`src/rtl/joy_db9_pkg.sv`:
```
// Shared constants, types and pad-type decode for the multi-port DB9 / MD pad poller.
package joy_db9_pkg;

  // joystick word bit positions (active-high)
  localparam int unsigned BTN_R     = 0;
  localparam int unsigned BTN_L     = 1;
  localparam int unsigned BTN_D     = 2;
  localparam int unsigned BTN_U     = 3;
  localparam int unsigned BTN_B     = 4;
  localparam int unsigned BTN_C     = 5;
  localparam int unsigned BTN_A     = 6;
  localparam int unsigned BTN_START = 7;
  localparam int unsigned BTN_MODE  = 8;
  localparam int unsigned BTN_X     = 9;
  localparam int unsigned BTN_Y     = 10;
  localparam int unsigned BTN_Z     = 11;

  // joy_in line positions
  localparam int unsigned IN_U  = 0;
  localparam int unsigned IN_D  = 1;
  localparam int unsigned IN_L  = 2;
  localparam int unsigned IN_R  = 3;
  localparam int unsigned IN_BA = 4;
  localparam int unsigned IN_CS = 5;

  localparam int unsigned NUM_STEPS = 8;

  typedef enum logic [1:0] {
    PAD_NONE  = 2'b00,
    PAD_ATARI = 2'b01,
    PAD_MD3   = 2'b10,
    PAD_MD6   = 2'b11
  } pad_type_t;

  typedef enum logic [2:0] {
    ST_IDLE,
    ST_PORT,
    ST_STEP,
    ST_COMMIT,
    ST_DONE
  } state_t;

  typedef struct packed {
    pad_type_t   kind;
    logic [11:0] btn;
  } pad_result_t;

  // s2 holds only lines L,R,B/A,C/Start of step 2 (as [0]..[3]); s6/s7 hold U,D,L,R.
  function automatic pad_result_t decode_pad(input logic [5:0] s1, input logic [3:0] s2,
                                             input logic [3:0] s6, input logic [3:0] s7);
    pad_result_t r;
    r.kind           = PAD_NONE;
    r.btn            = '0;
    r.btn[BTN_R]     = s1[IN_R];
    r.btn[BTN_L]     = s1[IN_L];
    r.btn[BTN_D]     = s1[IN_D];
    r.btn[BTN_U]     = s1[IN_U];
    r.btn[BTN_B]     = s1[IN_BA];
    r.btn[BTN_C]     = s1[IN_CS];
    if (s2[0] & s2[1]) begin
      r.btn[BTN_A]     = s2[2];
      r.btn[BTN_START] = s2[3];
      if (&s6) begin
        r.kind          = PAD_MD6;
        r.btn[BTN_Z]    = s7[IN_U];
        r.btn[BTN_Y]    = s7[IN_D];
        r.btn[BTN_X]    = s7[IN_L];
        r.btn[BTN_MODE] = s7[IN_R];
      end else begin
        r.kind = PAD_MD3;
      end
    end else if (s1 != '0) begin
      r.kind = PAD_ATARI;
    end
    return r;
  endfunction

endpackage

```
`src/rtl/joy_db9_sync.sv`:
```
// Two-flop synchronizer for the six active-low pad lines; output is active-high.
module joy_db9_sync (
  input  logic       clk_sys,
  input  logic       reset,
  input  logic [5:0] joy_in,
  output logic [5:0] joy
);

  logic [5:0] meta;
  logic [5:0] stable;

  always_ff @(posedge clk_sys) begin
    if (reset) begin
      meta   <= '1;
      stable <= '1;
    end else begin
      meta   <= joy_in;
      stable <= meta;
    end
  end

  always_comb joy = ~stable;

endmodule

```
`src/rtl/joy_db9_mdpoll.sv`:
```
// Time-multiplexed DB9 / Mega Drive pad poller: scans NUM_PORTS pads through the
// 8-step select sequence and commits decoded button words per port.
module joy_db9_mdpoll
  import joy_db9_pkg::*;
#(
  parameter int unsigned NUM_PORTS     = 2,
  parameter int unsigned CLK_HZ        = 48_000_000,
  parameter int unsigned POLL_HZ       = 1000,
  parameter int unsigned SETTLE_CYCLES = 480
) (
  input  logic                    clk_sys,
  input  logic                    reset,
  input  logic [5:0]              joy_in,
  output logic                    joy_mdsel,
  output logic [NUM_PORTS-1:0]    joy_port,
  output logic [12*NUM_PORTS-1:0] joystick,
  output logic [2*NUM_PORTS-1:0]  pad_type,
  output logic                    scan_done
);

  localparam int unsigned POLL_DIV = CLK_HZ / POLL_HZ;
  localparam int unsigned DIV_W    = $clog2(POLL_DIV);
  localparam int unsigned SET_W    = $clog2(SETTLE_CYCLES);

  if (NUM_PORTS < 1 || NUM_PORTS > 4) begin : g_bad_ports
    $error("joy_db9_mdpoll: NUM_PORTS must be 1..4");
  end
  if (SETTLE_CYCLES < 4) begin : g_bad_settle
    $error("joy_db9_mdpoll: SETTLE_CYCLES must be >= 4");
  end
  if (NUM_PORTS * 9 * SETTLE_CYCLES >= POLL_DIV) begin : g_bad_rate
    $error("joy_db9_mdpoll: full scan does not fit in one poll period");
  end

  function automatic logic [NUM_PORTS-1:0] onehot(input logic [1:0] idx);
    logic [NUM_PORTS-1:0] v;
    for (int unsigned i = 0; i < NUM_PORTS; i++) v[i] = (idx == 2'(i));
    return v;
  endfunction

  logic [5:0] joy_sync;

  joy_db9_sync u_sync (
    .clk_sys (clk_sys),
    .reset   (reset),
    .joy_in  (joy_in),
    .joy     (joy_sync)
  );

  logic [DIV_W-1:0] div;
  logic             tick;

  always_comb tick = (div == DIV_W'(POLL_DIV - 1));

  always_ff @(posedge clk_sys) begin
    if (reset || tick) div <= '0;
    else               div <= div + DIV_W'(1);
  end

  state_t               state, state_n;
  logic [1:0]           pidx, pidx_n;
  logic [3:0]           step, step_n;
  logic [SET_W-1:0]     cnt, cnt_n;
  logic                 last, sample, commit;
  logic                 mdsel_n, done_n;
  logic [NUM_PORTS-1:0] port_n;

  always_comb last = (cnt == SET_W'(SETTLE_CYCLES - 1));

  always_comb begin
    state_n = state;
    pidx_n  = pidx;
    step_n  = step;
    cnt_n   = cnt;
    sample  = 1'b0;
    commit  = 1'b0;
    unique case (state)
      ST_IDLE: begin
        // Ticks arriving outside IDLE are dropped rather than queued.
        if (tick) begin
          state_n = ST_PORT;
          pidx_n  = '0;
          cnt_n   = '0;
        end
      end
      ST_PORT: begin
        if (last) begin
          state_n = ST_STEP;
          step_n  = 4'd1;
          cnt_n   = '0;
        end else begin
          cnt_n = cnt + SET_W'(1);
        end
      end
      ST_STEP: begin
        if (last) begin
          sample = 1'b1;
          cnt_n  = '0;
          if (step == 4'(NUM_STEPS)) state_n = ST_COMMIT;
          else                       step_n  = step + 4'd1;
        end else begin
          cnt_n = cnt + SET_W'(1);
        end
      end
      ST_COMMIT: begin
        commit = 1'b1;
        cnt_n  = '0;
        if (pidx == 2'(NUM_PORTS - 1)) begin
          state_n = ST_DONE;
        end else begin
          state_n = ST_PORT;
          pidx_n  = pidx + 2'd1;
        end
      end
      ST_DONE: state_n = ST_IDLE;
      default: state_n = ST_IDLE;
    endcase

    // Pin outputs are registered from next-state so they switch with the state.
    mdsel_n = (state_n == ST_STEP) ? step_n[0] : 1'b1;
    port_n  = (state_n inside {ST_PORT, ST_STEP, ST_COMMIT}) ? onehot(pidx_n) : onehot(2'd0);
    done_n  = (state_n == ST_DONE);
  end

  always_ff @(posedge clk_sys) begin
    if (reset) begin
      state     <= ST_IDLE;
      pidx      <= '0;
      step      <= '0;
      cnt       <= '0;
      joy_mdsel <= 1'b1;
      joy_port  <= onehot(2'd0);
      scan_done <= 1'b0;
    end else begin
      state     <= state_n;
      pidx      <= pidx_n;
      step      <= step_n;
      cnt       <= cnt_n;
      joy_mdsel <= mdsel_n;
      joy_port  <= port_n;
      scan_done <= done_n;
    end
  end

  // Only the steps the decode looks at are kept.
  logic [5:0] cap1;
  logic [3:0] cap2, cap6, cap7;

  always_ff @(posedge clk_sys) begin
    if (reset) begin
      cap1 <= '0;
      cap2 <= '0;
      cap6 <= '0;
      cap7 <= '0;
    end else if (sample) begin
      unique case (step)
        4'd1:    cap1 <= joy_sync;
        4'd2:    cap2 <= joy_sync[5:2];
        4'd6:    cap6 <= joy_sync[3:0];
        4'd7:    cap7 <= joy_sync[3:0];
        default: ;
      endcase
    end
  end

  pad_result_t dec;
  always_comb dec = decode_pad(cap1, cap2, cap6, cap7);

  logic [11:0] joy_q  [NUM_PORTS];
  pad_type_t   type_q [NUM_PORTS];

  always_ff @(posedge clk_sys) begin
    for (int unsigned i = 0; i < NUM_PORTS; i++) begin
      if (reset) begin
        joy_q[i]  <= '0;
        type_q[i] <= PAD_NONE;
      end else if (commit && pidx == 2'(i)) begin
        joy_q[i]  <= dec.btn;
        type_q[i] <= dec.kind;
      end
    end
  end

  always_comb begin
    joystick = '0;
    pad_type = '0;
    for (int unsigned i = 0; i < NUM_PORTS; i++) begin
      joystick[12*i +: 12] = joy_q[i];
      pad_type[2*i +: 2]   = type_q[i];
    end
  end

endmodule

```
`config.mk`:
```
export PLATFORM = sky130hd
export DESIGN_NAME = joy_db9_mdpoll
export DESIGN_NICKNAME = d
export VERILOG_FILES = /design/src/rtl/joy_db9_pkg.sv /design/src/rtl/joy_db9_sync.sv /design/src/rtl/joy_db9_mdpoll.sv
export SDC_FILE = /design/constraint.sdc
export NUM_CORES = 1
export LEC_CHECK = 0
export BUFFER_PORTS_ARGS = -buffer_cell sky130_fd_sc_hd__buf_2
export CAP_MARGIN = 20
export CORE_UTILIZATION = 58
export DETAILED_ROUTE_END_ITERATION = 7
export GPL_ROUTABILITY_DRIVEN = 0
export PLACE_DENSITY_LB_ADDON = 0.05
export SLEW_MARGIN = 20
export SYNTH_ARGS = -nofsm -noshare
export SYNTH_HDL_FRONTEND = slang
export SYNTH_SLANG_ARGS = --single-unit
```
`constraint.sdc`:
```
create_clock -name clk_sys -period 2.2 [get_ports clk_sys]
set_input_delay 0.11 -clock clk_sys [delete_from_list [all_inputs] [get_ports clk_sys]]
set_output_delay 0.11 -clock clk_sys [all_outputs]
set_load 0.01 [all_outputs]
```
==> reports/metrics.csv, run 1 <==
metric;value;unit
antenna_cells;0;
final_cell_mix;dfxtp_1, buf_2, nor2_1, edfxtp_1, a21oi_1;
clock_skew;0.01693;ns
grtUsageTotal;23.09;%
status;finished, final reports clean;
avgSynthCellArea;10.38;um^2
cts_made_buffers;9;
hold_slack;0.08759;ns
synth_fa_ha_area_share;1.804;%
routed-via-count;3047;
yosysSeqAreaShare;52.92;%
port_buffers;39;
synth_mux_area_share;1.082;%
vias_per_cell;5.540;
synth_edf_count;28;
postSynthCellCount;401;
worstSetupStartpointType;flop;
pwr-share-comb;3.3;%
postRouteAntennaNets;0;
pwr-share-seq;58.8;%
synthesis.yosys.warnings;0;
grt-ovfl-total;0;
ys_types;59;
antenna_found_initial;0;
cts_tree;yes;
slew_violations;0;
layout_commonest_cell;dfxtp_1;
p_int;2437;uW
fin_nets;463;
firstDrtPassIters;4;
detailed_place_hpwl;5314;um
fin_crit_sh;92.22;%
hold_viol;0;
cts_resized;0;
rsz0062_at_grt;no;
cts_buffer_depth;2;
ys_ff_latch;96;
start_util;60.58;%
critPathLaunch;cnt[0];
ys.flop_type;dfxtp_1;
drive_gt1_share;21.15;%
die_h;86.71;um
synth_fp_nets;415;
min-delay-path-class;in2reg;
clkPwrFrac;37.8;%
grt_max_degree;47;
clk_pin_slew;0.10;ns
clockRootBuffer;clkbuf_8;
grt_pass1_wl;13180;um
setup_slack;0.1711;ns
maxCapViolations;0;
powerDensity;668.2;nW/um^2
clkSinkCount;96;
io_pins;40;
worstPathMaxFanout;6;
num_rows;30;
worstMarginPinSlew;0.7570;ns
switching_share;22.94;%
syn_area;4161;um^2
routed_wl;7915;um
cts_setup_buffers;0;
hp-start;reset;
p_leak;0.001787;uW
dp_slack;0.1400;ns
dieWidth;86.71;um
switchingPower;725.5;uW
die_area;7518;um^2
cp.arrival;2.29;ns
path_class;reg2reg;
synth_top_family_by_area;simple AND/OR/NAND/NOR gates;
synth-compound-area-share;11.49;%
clock_latency;0.37;ns
coreArea;6869;um^2
syn_to_final_growth;13.74;%
critical_path_required;2.46;ns
finalSetupViolations;0;
synth-simple-area-share;25.53;%
r2r-start;cnt[0];
fin_crit;2.029;ns
drc_errors;0;
fmax;0.4929;GHz
htreeDepth;3;
finalSetupTns;0;ns
dr.first_iter.drc_count;134;
async_reset_ff_share;0;%
crit_path_end_kind;flop;
irDropWorstVdd;0.4903;mV
grt_pass1_vias;2684;
wl_per_cell;14.39;um
relSlewSlack;49.15;%
synth_xor_xnor_area_share;3.578;%
[worst max-delay path: stages (launching register included)]
cell and delay (ns):
dfxtp_1 0.44, ha_1 0.31, nand4_4 0.16, nor3_1 0.32, and4b_1 0.34, mux2_2 0.35
[repair_timing]
item / 4_1_cts / 5_1_grt
setup endpoints to repair: 0 / 0
hold buffers: 6 / 0
endpoints found under the hold margin: 6 / 0
[per-layer routing]
metal / GRT usage (%) / vias to the layer above / wire length [um]
li1: - / 1555 / -
met1: 33.09 / 1414 / 4035
met2: 33.77 / 67 / 3426
met3: 5.905 / 11 / 340
met4: 8.333 / 0 / 112
met5: 0 / - / 0
[cells in the mapped netlist (3+ instances only)]
library cell / number / share of area [%]
dfxtp_1: 68 / 33
nor2_1: 32 / 2.9
edfxtp_1: 28 / 20
a21oi_1: 16 / 1.9
and2_1: 15 / 2.3
nand3_1: 15 / 1.8
or2_2: 15 / 2.3
and3_1: 14 / 2.1
nand2_1: 14 / 1.3
a211oi_1: 13 / 2.3
nor4_1: 12 / 1.8
xnor2_1: 12 / 2.5
nor2b_1: 11 / 1.7
inv_1: 10 / 0.90
nand2b_1: 10 / 1.5
a31oi_1: 9 / 1.4
nand4_1: 9 / 1.4
clkbuf_1: 8 / 0.72
o21ai_0: 7 / 0.84
buf_2: 6 / 0.72
ha_1: 6 / 1.8
a21o_1: 5 / 0.90
nor3_1: 5 / 0.60
xor2_1: 5 / 1.1
and4b_1: 4 / 0.96
mux2_2: 4 / 1.1
or3_1: 4 / 0.60
a211oi_2: 3 / 0.90
nor4b_1: 3 / 0.63
[cells by family after synthesis]
group	count (synthesis)
XOR/XNOR	17
buffers and inverters	30
flip-flops	96
AO/OA/AOI/OAI	69
multiplexers	4
AND/OR/NAND/NOR	179
adder cells (fa/ha/maj)	6
[final timing paths]
check	end	slack (ns)	depth (start not counted)
worst min-delay path	step[0]	0.09	2
worst max register to register	cap2[3]	0.17	5
worst max-delay path	cap2[3]	0.17	5
worst min register to register	u_sync.stable[4]	0.41	1
[registers in the layout, summed over array words and instances, names as in the netlist]
register       count
u_sync.meta        6
div               16
cap2               4
cap1               6
u_sync.stable      6
cap6               4
state              3
scan_done          1
type_q             4
cap7               4
step               4
joy_q             24
joy_port           2
joy_mdsel          1
cnt                9
pidx               2
[cell type report]
cell class                 count  area [um^2]
clock inverter                 6        76.32
fill                         521         2136
multi-input combinational    275         1824
inverter                      10        37.54
clock buffer                  10        127.6
tap                           96        120.1
timing repair buffer          57        345.3
sequential                    96         2202
[power groups by stage]
stage	logic, uW	registers [uW]	clock network (uW)
2_1_floorplan	48.3	1910	0
3_3_place_gp	95.5	1900	0
3_5_place_dp	97.3	1900	0
4_1_cts	105	1860	1220
5_1_grt	115	1870	1310
6_report	105	1860	1200
[stage by stage]
| step | util (%) | std cells | cell area [um^2] | power (uW) |
|---|---|---|---|---|
| after floorplan | - | 401 | 4161 | 1959 |
| after global placement | 64.94 | 528 | 4461 | 1997 |
| after detailed placement | 64.94 | 528 | 4461 | 1999 |
| after CTS | 68.78 | 550 | 4725 | 3185 |
| after global routing | 68.91 | 550 | 4733 | 3286 |
| final | 68.91 | 550 | 4733 | 3163 |
Note: power is estimated with default switching activity, not from simulation.
==> run 2: changes to the inputs <==
- REMOVE_ABC_BUFFERS: default -> 1
==> run 2 against run 1 <==
Fmax grew 2.6%; sequential share of layout area is essentially flat; die area unchanged; sequential power is essentially flat; clock-buffer cell count fell by 1; clock power barely moved; core utilization shrank 0.055 points; setup slack improved by 0.052 ns.
==> reports/metrics.csv, run 2 (synthesis results as in run 1) <==
metric;value;unit;change
status;finished, final reports clean;;
path_class;reg2reg;;
hold_viol;0;;unchanged
worstSetupStartpointType;flop;;
num_rows;30;;unchanged
slew_violations;0;;unchanged
fin_crit_sh;89.85;%;-2.4 points
clk_pin_slew;0.10;ns;about the same
crit_buf_inv;0;;unchanged
grt_pass1_wl;13370;um;+1.5%
clock_skew;0.01231;ns;-0.004620 ns
final_cell_mix;dfxtp_1, buf_2, nor2_1, edfxtp_1, a21oi_1;;
crit_path_end_kind;flop;;
powerDensity;665.2;nW/um^2;-0.45%
routed-via-count;3076;;+0.95%
fmax;0.5059;GHz;+2.6%
critical_path_required;2.45;ns;about the same
irDropWorstVdd;0.3903;mV;-20%
postRouteAntennaNets;0;;unchanged
antenna_found_initial;0;;unchanged
rsz0062_at_grt;no;;
detailed_place_hpwl;5439;um;+2.4%
cts_tree;yes;;
antenna_cells;0;;unchanged
finalSetupTns;0;ns;unchanged
dieWidth;86.71;um;unchanged
dr.first_iter.drc_count;180;;+34%
fin_nets;464;;+0.22%
grt-ovfl-total;0;;unchanged
hold_slack;0.2098;ns;+0.1222 ns
slowest_stage;dfxtp_1;;
clockRootBuffer;clkbuf_8;;
drive_gt1_share;21.32;%;+0.17 points
coreArea;6869;um^2;unchanged
firstDrtPassIters;4;;unchanged
grt_pass1_vias;2799;;+4.3%
p_leak;0.001789;uW;+0.13%
vias_per_cell;5.583;;+0.77%
grtUsageTotal;22.99;%;-0.10 points
wl_per_cell;14.40;um;about the same
die_h;86.71;um;unchanged
cp.arrival;2.23;ns;-0.06 ns
fillers;538;;+3.3%
fin_crit;1.977;ns;-0.05220 ns
drc_errors;0;;unchanged
io_pins;40;;unchanged
routed_wl;7934;um;+0.24%
layout_commonest_cell;dfxtp_1;;
largest_reg_flops;24;;unchanged
start_util;60.58;%;unchanged
die_area;7518;um^2;unchanged
cpPeakStageDelay;0.42;ns;-0.02 ns
clkSinkCount;96;;unchanged
reg_top3;joy_q: 24 flops, div: 16 flops, cnt: 9 flops;;
cts_buffer_depth;2;;unchanged
clock_latency;0.36;ns;about the same
cts_made_buffers;9;;unchanged
min-delay-path-class;in2reg;;
port_buffers;39;;unchanged
worstPathMaxFanout;6;;unchanged
syn_to_final_growth;13.65;%;about the same
grt_max_degree;31;;-34%
finalSetupViolations;0;;unchanged
critPathTopFamily;simple AND/OR/NAND/NOR gates;;
maxCapViolations;0;;unchanged
relSlewSlack;53.67;%;+4.5 points
top_register;joy_q;;
htreeDepth;3;;unchanged
path_cells;ha_1, nand4_4, nor3_2, and4b_1, mux2_2;;
worstMarginPinSlew;0.6876;ns;-0.06936 ns
==> run 2: cell count changes in the layout (fill, tap and decap cells not counted), sizes merged <==
| cell | previous run | this run |
|---|---|---|
| clkinvlp | 0 | 1 |
| clkbuf | 10 | 9 |
| buf | 51 | 52 |
==> run 2: final timing paths <==
kind / startpoint / end / slack, ns / depth (start not counted)
worst max-delay path: cnt[0] / cap2[0] / 0.22 / 5
worst min-delay path: reset / state[0] / 0.21 / 2
worst max register to register: cnt[0] / cap2[0] / 0.22 / 5
worst min register to register: u_sync.meta[2] / u_sync.stable[2] / 0.41 / 1
==> run 2: area by class of cell <==
| cell class | instances | area, um^2 | share of cell area, % |
|---|---|---|---|
| sequential | 96 | 2202 | 46.56 |
| multi-input combinational | 275 | 1814 | 38.36 |
| timing repair buffer | 58 | 352.8 | 7.460 |
| clock buffer | 9 | 123.9 | 2.619 |
| tap | 96 | 120.1 | 2.540 |
| clock inverter | 7 | 78.83 | 1.667 |
| inverter | 10 | 37.54 | 0.7937 |
==> run 2: metal layers <==
metal	up-vias	GRT usage (%)	part of all wire [%]
li1	1564	-	-
met4	0	8.333	1.3
met1	1431	31.97	49
met5	-	0	0
met2	72	35.86	45
met3	9	4.381	4.2
==> run 2: per-stage QoR <==
stage / total power, uW / instances / setup slack, ns / area, um^2 / util [%]
after floorplan: 1943 / 381 / 0.2190 / 4049 / -
after global placement: 1996 / 529 / 0.2111 / 4462 / 64.95
after detailed placement: 1999 / 529 / 0.1802 / 4462 / 64.95
after CTS: 3161 / 551 / 0.1475 / 4725 / 68.78
after global routing: 3253 / 551 / 0.08562 / 4730 / 68.85
final: 3146 / 551 / 0.2233 / 4730 / 68.85
==> run 2: what timing repair did <==
item | CTS | global route
setup endpoints to repair | 0 | 4
hold buffers | 6 | 0
resized for setup | 0 | 1
hold endpoints to repair | 6 | 0
buffers inserted | 0 | 0
==> run 2: report_power, final <==
part	total, uW	switching (uW)	internal (uW)
logic	102	58.5	44.0
registers	1860	16.2	1850
clock network	1180	641	540
